<file path="config.mk">
export PLATFORM = sky130hd
export DESIGN_NAME = regfile_dump_reader
export DESIGN_NICKNAME = d
export VERILOG_FILES = /design/src/rtl/regfile_dump_reader.sv
export SDC_FILE = /design/constraint.sdc
export NUM_CORES = 1
export LEC_CHECK = 0
export BUFFER_PORTS_ARGS = -buffer_cell sky130_fd_sc_hd__buf_2
export CAP_MARGIN = 25
export CORE_ASPECT_RATIO = 1.4
export CORE_MARGIN = 2
export CORE_UTILIZATION = 28
export DETAILED_ROUTE_END_ITERATION = 10
export SKIP_LAST_GASP = 1
export SLEW_MARGIN = 0
export SYNTH_ARGS = -nofsm -noshare
export SYNTH_HDL_FRONTEND = slang
export SYNTH_SLANG_ARGS = --single-unit
</file>
<file path="constraint.sdc">
create_clock -name clk -period 2 [get_ports clk]
set_input_delay 0.3 -clock clk [delete_from_list [all_inputs] [get_ports clk]]
set_output_delay 0.3 -clock clk [all_outputs]
set_load 0.01 [all_outputs]
</file>
<file path="src/rtl/regfile_dump_reader.sv">
// Walks a register-file address range on one read port and streams each word out over valid/ready.
// Optional REGDUMP_CHECKSUM_EN appends one XOR checksum beat after the last register beat.
module regfile_dump_reader #(
    parameter int NUM_REGS = 32,
    parameter int ADDR_W   = 5,
    parameter int DATA_W   = 32
) (
    input  logic              clk,
    input  logic              rst_n,
    input  logic              start,
    input  logic              abort,
    input  logic [ADDR_W-1:0] first_addr,
    input  logic [ADDR_W-1:0] last_addr,
    output logic              busy,
    output logic              done,
    output logic [ADDR_W-1:0] rf_read_addr,
    input  logic [DATA_W-1:0] rf_read_data,
    output logic              out_valid,
    input  logic              out_ready,
    output logic [DATA_W-1:0] out_data,
    output logic [ADDR_W-1:0] out_addr,
    output logic              out_last,
    output logic              out_csum
);

`ifdef REGDUMP_CHECKSUM_EN
    typedef enum logic [2:0] {S_IDLE, S_LOAD, S_SEND, S_DONE, S_CSUM} state_t;
`else
    typedef enum logic [1:0] {S_IDLE, S_LOAD, S_SEND, S_DONE} state_t;
`endif

    state_t            state_q, state_d;
    logic [ADDR_W-1:0] cnt_q, cnt_d;
    logic [ADDR_W-1:0] last_q, last_d;
    logic              out_valid_q, out_valid_d;
    logic [DATA_W-1:0] out_data_q, out_data_d;
    logic [ADDR_W-1:0] out_addr_q, out_addr_d;
    logic              out_last_q, out_last_d;
`ifdef REGDUMP_CHECKSUM_EN
    logic              out_csum_q, out_csum_d;
    logic [DATA_W-1:0] csum_q, csum_d;
`endif

    logic xfer;
    logic last_beat;
    logic [ADDR_W-1:0] cnt_next;

    assign xfer      = out_valid_q && out_ready;
    assign last_beat = (cnt_q == last_q);
    assign cnt_next  = (cnt_q == ADDR_W'(NUM_REGS - 1)) ? '0 : cnt_q + ADDR_W'(1);

    always_comb begin
        state_d     = state_q;
        cnt_d       = cnt_q;
        last_d      = last_q;
        out_valid_d = out_valid_q;
        out_data_d  = out_data_q;
        out_addr_d  = out_addr_q;
        out_last_d  = out_last_q;
`ifdef REGDUMP_CHECKSUM_EN
        out_csum_d  = out_csum_q;
        csum_d      = csum_q;
`endif
        case (state_q)
            S_IDLE: begin
                if (start) begin
                    cnt_d   = first_addr;
                    last_d  = last_addr;
`ifdef REGDUMP_CHECKSUM_EN
                    csum_d  = '0;
`endif
                    state_d = S_LOAD;
                end
            end
            S_LOAD: begin
                out_data_d  = rf_read_data;
                out_addr_d  = cnt_q;
`ifdef REGDUMP_CHECKSUM_EN
                out_last_d  = 1'b0;
`else
                out_last_d  = last_beat;
`endif
                out_valid_d = 1'b1;
                state_d     = S_SEND;
            end
            S_SEND: begin
                if (xfer) begin
                    out_valid_d = 1'b0;
`ifdef REGDUMP_CHECKSUM_EN
                    csum_d = csum_q ^ out_data_q;
`endif
                    if (last_beat) begin
`ifdef REGDUMP_CHECKSUM_EN
                        // Checksum beat is presented straight after the last register beat.
                        out_valid_d = 1'b1;
                        out_data_d  = csum_q ^ out_data_q;
                        out_addr_d  = last_q;
                        out_last_d  = 1'b1;
                        out_csum_d  = 1'b1;
                        state_d     = S_CSUM;
`else
                        state_d     = S_DONE;
`endif
                    end else begin
                        cnt_d   = cnt_next;
                        state_d = S_LOAD;
                    end
                end
            end
`ifdef REGDUMP_CHECKSUM_EN
            S_CSUM: begin
                if (xfer) begin
                    out_valid_d = 1'b0;
                    out_csum_d  = 1'b0;
                    state_d     = S_DONE;
                end
            end
`endif
            S_DONE: state_d = S_IDLE;
            default: state_d = S_IDLE;
        endcase
        // Cancel overrides start and any transfer in the same cycle.
        if (abort) begin
            state_d     = S_IDLE;
            out_valid_d = 1'b0;
            out_last_d  = 1'b0;
`ifdef REGDUMP_CHECKSUM_EN
            out_csum_d  = 1'b0;
`endif
        end
    end

    always_ff @(posedge clk or negedge rst_n) begin
        if (!rst_n) begin
            state_q     <= S_IDLE;
            cnt_q       <= '0;
            last_q      <= '0;
            out_valid_q <= 1'b0;
            out_data_q  <= '0;
            out_addr_q  <= '0;
            out_last_q  <= 1'b0;
`ifdef REGDUMP_CHECKSUM_EN
            out_csum_q  <= 1'b0;
            csum_q      <= '0;
`endif
        end else begin
            state_q     <= state_d;
            cnt_q       <= cnt_d;
            last_q      <= last_d;
            out_valid_q <= out_valid_d;
            out_data_q  <= out_data_d;
            out_addr_q  <= out_addr_d;
            out_last_q  <= out_last_d;
`ifdef REGDUMP_CHECKSUM_EN
            out_csum_q  <= out_csum_d;
            csum_q      <= csum_d;
`endif
        end
    end

    assign busy         = (state_q != S_IDLE);
    assign done         = (state_q == S_DONE);
    assign rf_read_addr = cnt_q;
    assign out_valid    = out_valid_q;
    assign out_data     = out_data_q;
    assign out_addr     = out_addr_q;
    assign out_last     = out_last_q;
`ifdef REGDUMP_CHECKSUM_EN
    assign out_csum     = out_csum_q;
`else
    assign out_csum     = 1'b0;
`endif

endmodule

</file>
==> results.py <==
metrics = {
    "critical_path": {
        "crit_type": "flop to flop",
        "start_kind": "flop",
        "endpoint_kind": "flop",
        "path_max_fanout": 5,
        "worstPathRequired_ns": 2.22,
        "crit_arrival_ns": 1.95,
    },
    "grt": {
        "grt_pass1_vias": 1852,
        "antenna_found_initial": 0,
        "use_met2": 0.226,
        "grt_use_met3": 0.0225,
        "gr-total-overflow": 0,
        "grt_first_pass_wirelength_mm": 8.56,
        "grt_use_total": 0.127,
        "grtUsageMet1": 0.150,
        "grt_max_degree": 33,
        "busiest_layer": "met2",
    },
    "power_and_ir_drop": {
        "sw_frac_of_total": 0.329,
        "p_int_mw": 1.89,
        "power_leakage_nw": 1.54,
        "p_seq_frac": 0.502,
        "peakVddDrop_mv": 0.344,
        "power.total_mw": 2.81,
        "p_comb_frac": 0.280,
        "p_sw_mw": 0.924,
        "power.density_nw_per_um2": 980,
        "power_frac_clock": 0.218,
    },
    "clocking": {
        "holdBufCountCts": 1,
        "clkLatencyLatePin_ns": 0.30,
        "clk_path_buf_depth": 2,
        "cts.clk_slew.worst_paths_ns": 0.09,
        "cts_resized": 0,
        "cts_root_buf": "clkbuf_8",
        "tritoncts": "yes",
        "cts_inserted_buffers": 5,
        "cts_setup_buffers": 0,
        "cts.sinks": 51,
        "cts_max_level": 2,
    },
    "min_path": {
        "hp-class": "input port to flop",
    },
    "sta": {
        "fin_skew_ns": 0.00525,
        "slew_headroom": 0.641,
        "hold_ws_ns": 0.178,
        "worst_slew_pin_slew_ns": 0.538,
        "setup_tns_ns": 0,
        "clock.fmax_mhz": 577,
        "hold_viol": 0,
        "final-setup-viol-count": 0,
        "drv_slew": 0,
        "rsz0062_at_grt": "false",
        "period_needed_ns": 1.73,
        "fin_crit_sh": 0.867,
    },
    "die": {
        "top_level_ports": 94,
        "dieWidth_um": 78.6,
        "die_area_um2": 8530,
        "die_h_um": 108,
        "core_um2": 7650,
        "initial_core_util": 0.285,
        "std_cell_rows": 38,
    },
    "layout": {
        "layout-drive-gt1-share": 0.336,
        "fillers": 816,
        "diodes": 0,
        "fin_nets": 375,
        "syn2layout_area_growth_pct": 31.6,
        "fin_util": 0.375,
    },
    "yosys": {
        "ys_top_cells_by_count": "107 x nand2_1, 51 x dfrtp_1, 9 x buf_2",
        "yosys.cell_types.count": 30,
        "syn_avg_cell_area_um2": 9.41,
        "synth_async_sr_flop_share": 1.00,
        "yosysSeqAreaShare": 0.585,
        "synth_area_leaders": "dfrtp_1 58%, nand2_1 18%, mux2_1 2.6%, buf_2 2.1%, xnor2_1 2.0%",
        "synthesis.area_um2": 2180,
        "synth_top_cell_area_share": 0.585,
        "ys_warn_count": 0,
        "synth_edf_count": 0,
        "yosysMostFrequentCell": "nand2_1",
        "synth_area_leader_cell": "dfrtp_1",
        "synth_cells": 232,
        "ys_seq_elements": 51,
        "syn-num-nets": 281,
        "synth_ff_type": "dfrtp_1",
    },
    "route": {
        "drtIter0Drc": 72,
        "routedWlPerCell_um": 12.3,
        "viasPerCell": 4.34,
        "firstDrtPassIters": 4,
        "ant_nets": 0,
        "vias": 1854,
        "drt-total-wl_mm": 5.27,
        "drcViolationCount": 0,
    },
    "job": {
        "maxCapViolCount": 0,
    },
    "placement": {
        "portBuffers": 92,
        "gp_congestion": 0.854,
        "dp_hpwl_mm": 3.99,
    },
    "status": {
        "status": "finished, final reports clean",
    },
}
metrics by stage:
| step | area [um^2] | worst slack, ns | std cells |
|---|---|---|---|
| 6_report | 2870 | 0.267 | 427 |
| 5_1_grt | 2870 | 0.138 | 427 |
| 4_1_cts | 2870 | 0.277 | 427 |
| 3_5_place_dp | 2770 | 0.303 | 418 |
| 3_3_place_gp | 2770 | 0.429 | 418 |
| 2_1_floorplan | 2180 | 0.459 | 232 |
state kept, by name, indices dropped and copies added, names as in the netlist:
name	cells
last_q	5
out_addr	5
out_data	32
out_last	1
out_valid	1
rf_read_addr	5
state_q	2
routing by layer:
metal | wire, um | part of all wire
met3 | 181 | 0.034
met1 | 2270 | 0.43
met4 | 87 | 0.017
met5 | 0 | 0
met2 | 2730 | 0.52
critical path, cell delays in order (launching register included):
cell	delay [ns]
dfrtp_1	0.46
ha_1	0.24
inv_1	0.07
nor3_1	0.05
ha_1	0.19
nor3_2	0.34
o2111ai_1	0.17
o211ai_1	0.12
power groups by stage:
stage          clock network [mW]  logic, mW  registers [mW]
2_1_floorplan                   0      0.328            1.52
3_3_place_gp                    0      0.795            1.42
3_5_place_dp                    0      0.803            1.44
4_1_cts                     0.647      0.807            1.41
5_1_grt                     0.689      0.889            1.45
6_report                    0.613      0.788            1.41
cell type report:
type                       count  area (um^2)  area share
inverter                       7         26.3     0.00915
tap                          100          125      0.0436
timing repair buffer          98          520       0.181
multi-input combinational    163          828       0.288
sequential                    51         1280       0.444
clock inverter                 1         8.76     0.00305
clock buffer                   7         86.3      0.0301
cells in the final DEF (no fill, tap or decap), types with 2 or more instances in the layout:
master,synthesis,layout
nand2_1,107,107
buf_2,9,92
dfrtp_1,51,51
inv_1,7,7
clkbuf_8,0,6
o21ai_1,5,5
xnor2_1,5,5
mux2_1,5,5
nand3_1,4,4
buf_4,1,4
o221ai_1,3,3
nor2b_1,4,3
o211ai_1,3,3
nor3_1,2,2
and2_1,2,2
nand2b_1,3,2
o31a_1,2,2
nor2_1,2,2
a32oi_1,2,2
a21oi_1,2,2
nand4b_1,2,2
ha_1,2,2
worst paths after layout:
path	from	endpoint	slack (ns)	cells past startpoint
max	rf_read_addr[0]	rf_read_addr[2]	0.27	7
min in group asynchronous	rst_n	out_data[22]	0.51	2
min	rf_read_data[19]	out_data[19]	0.18	3
max in group asynchronous	rst_n	out_data[29]	0.83	3
max reg2reg	rf_read_addr[0]	rf_read_addr[2]	0.27	7
min reg2reg	out_data[22]	out_data[22]	0.48	2
cell families after synthesis:
group / count (synthesis) / share of synthesized area
flops: 51 / 0.585
fa+ha+maj: 2 / 0.0115
other cells: 1 / 0.00172
simple gates: 130 / 0.252
xor+xnor: 5 / 0.0201
buf+inv: 18 / 0.0378
compound gates: 20 / 0.0659
mux: 5 / 0.0258
Note: power is estimated with default switching activity, not from simulation.
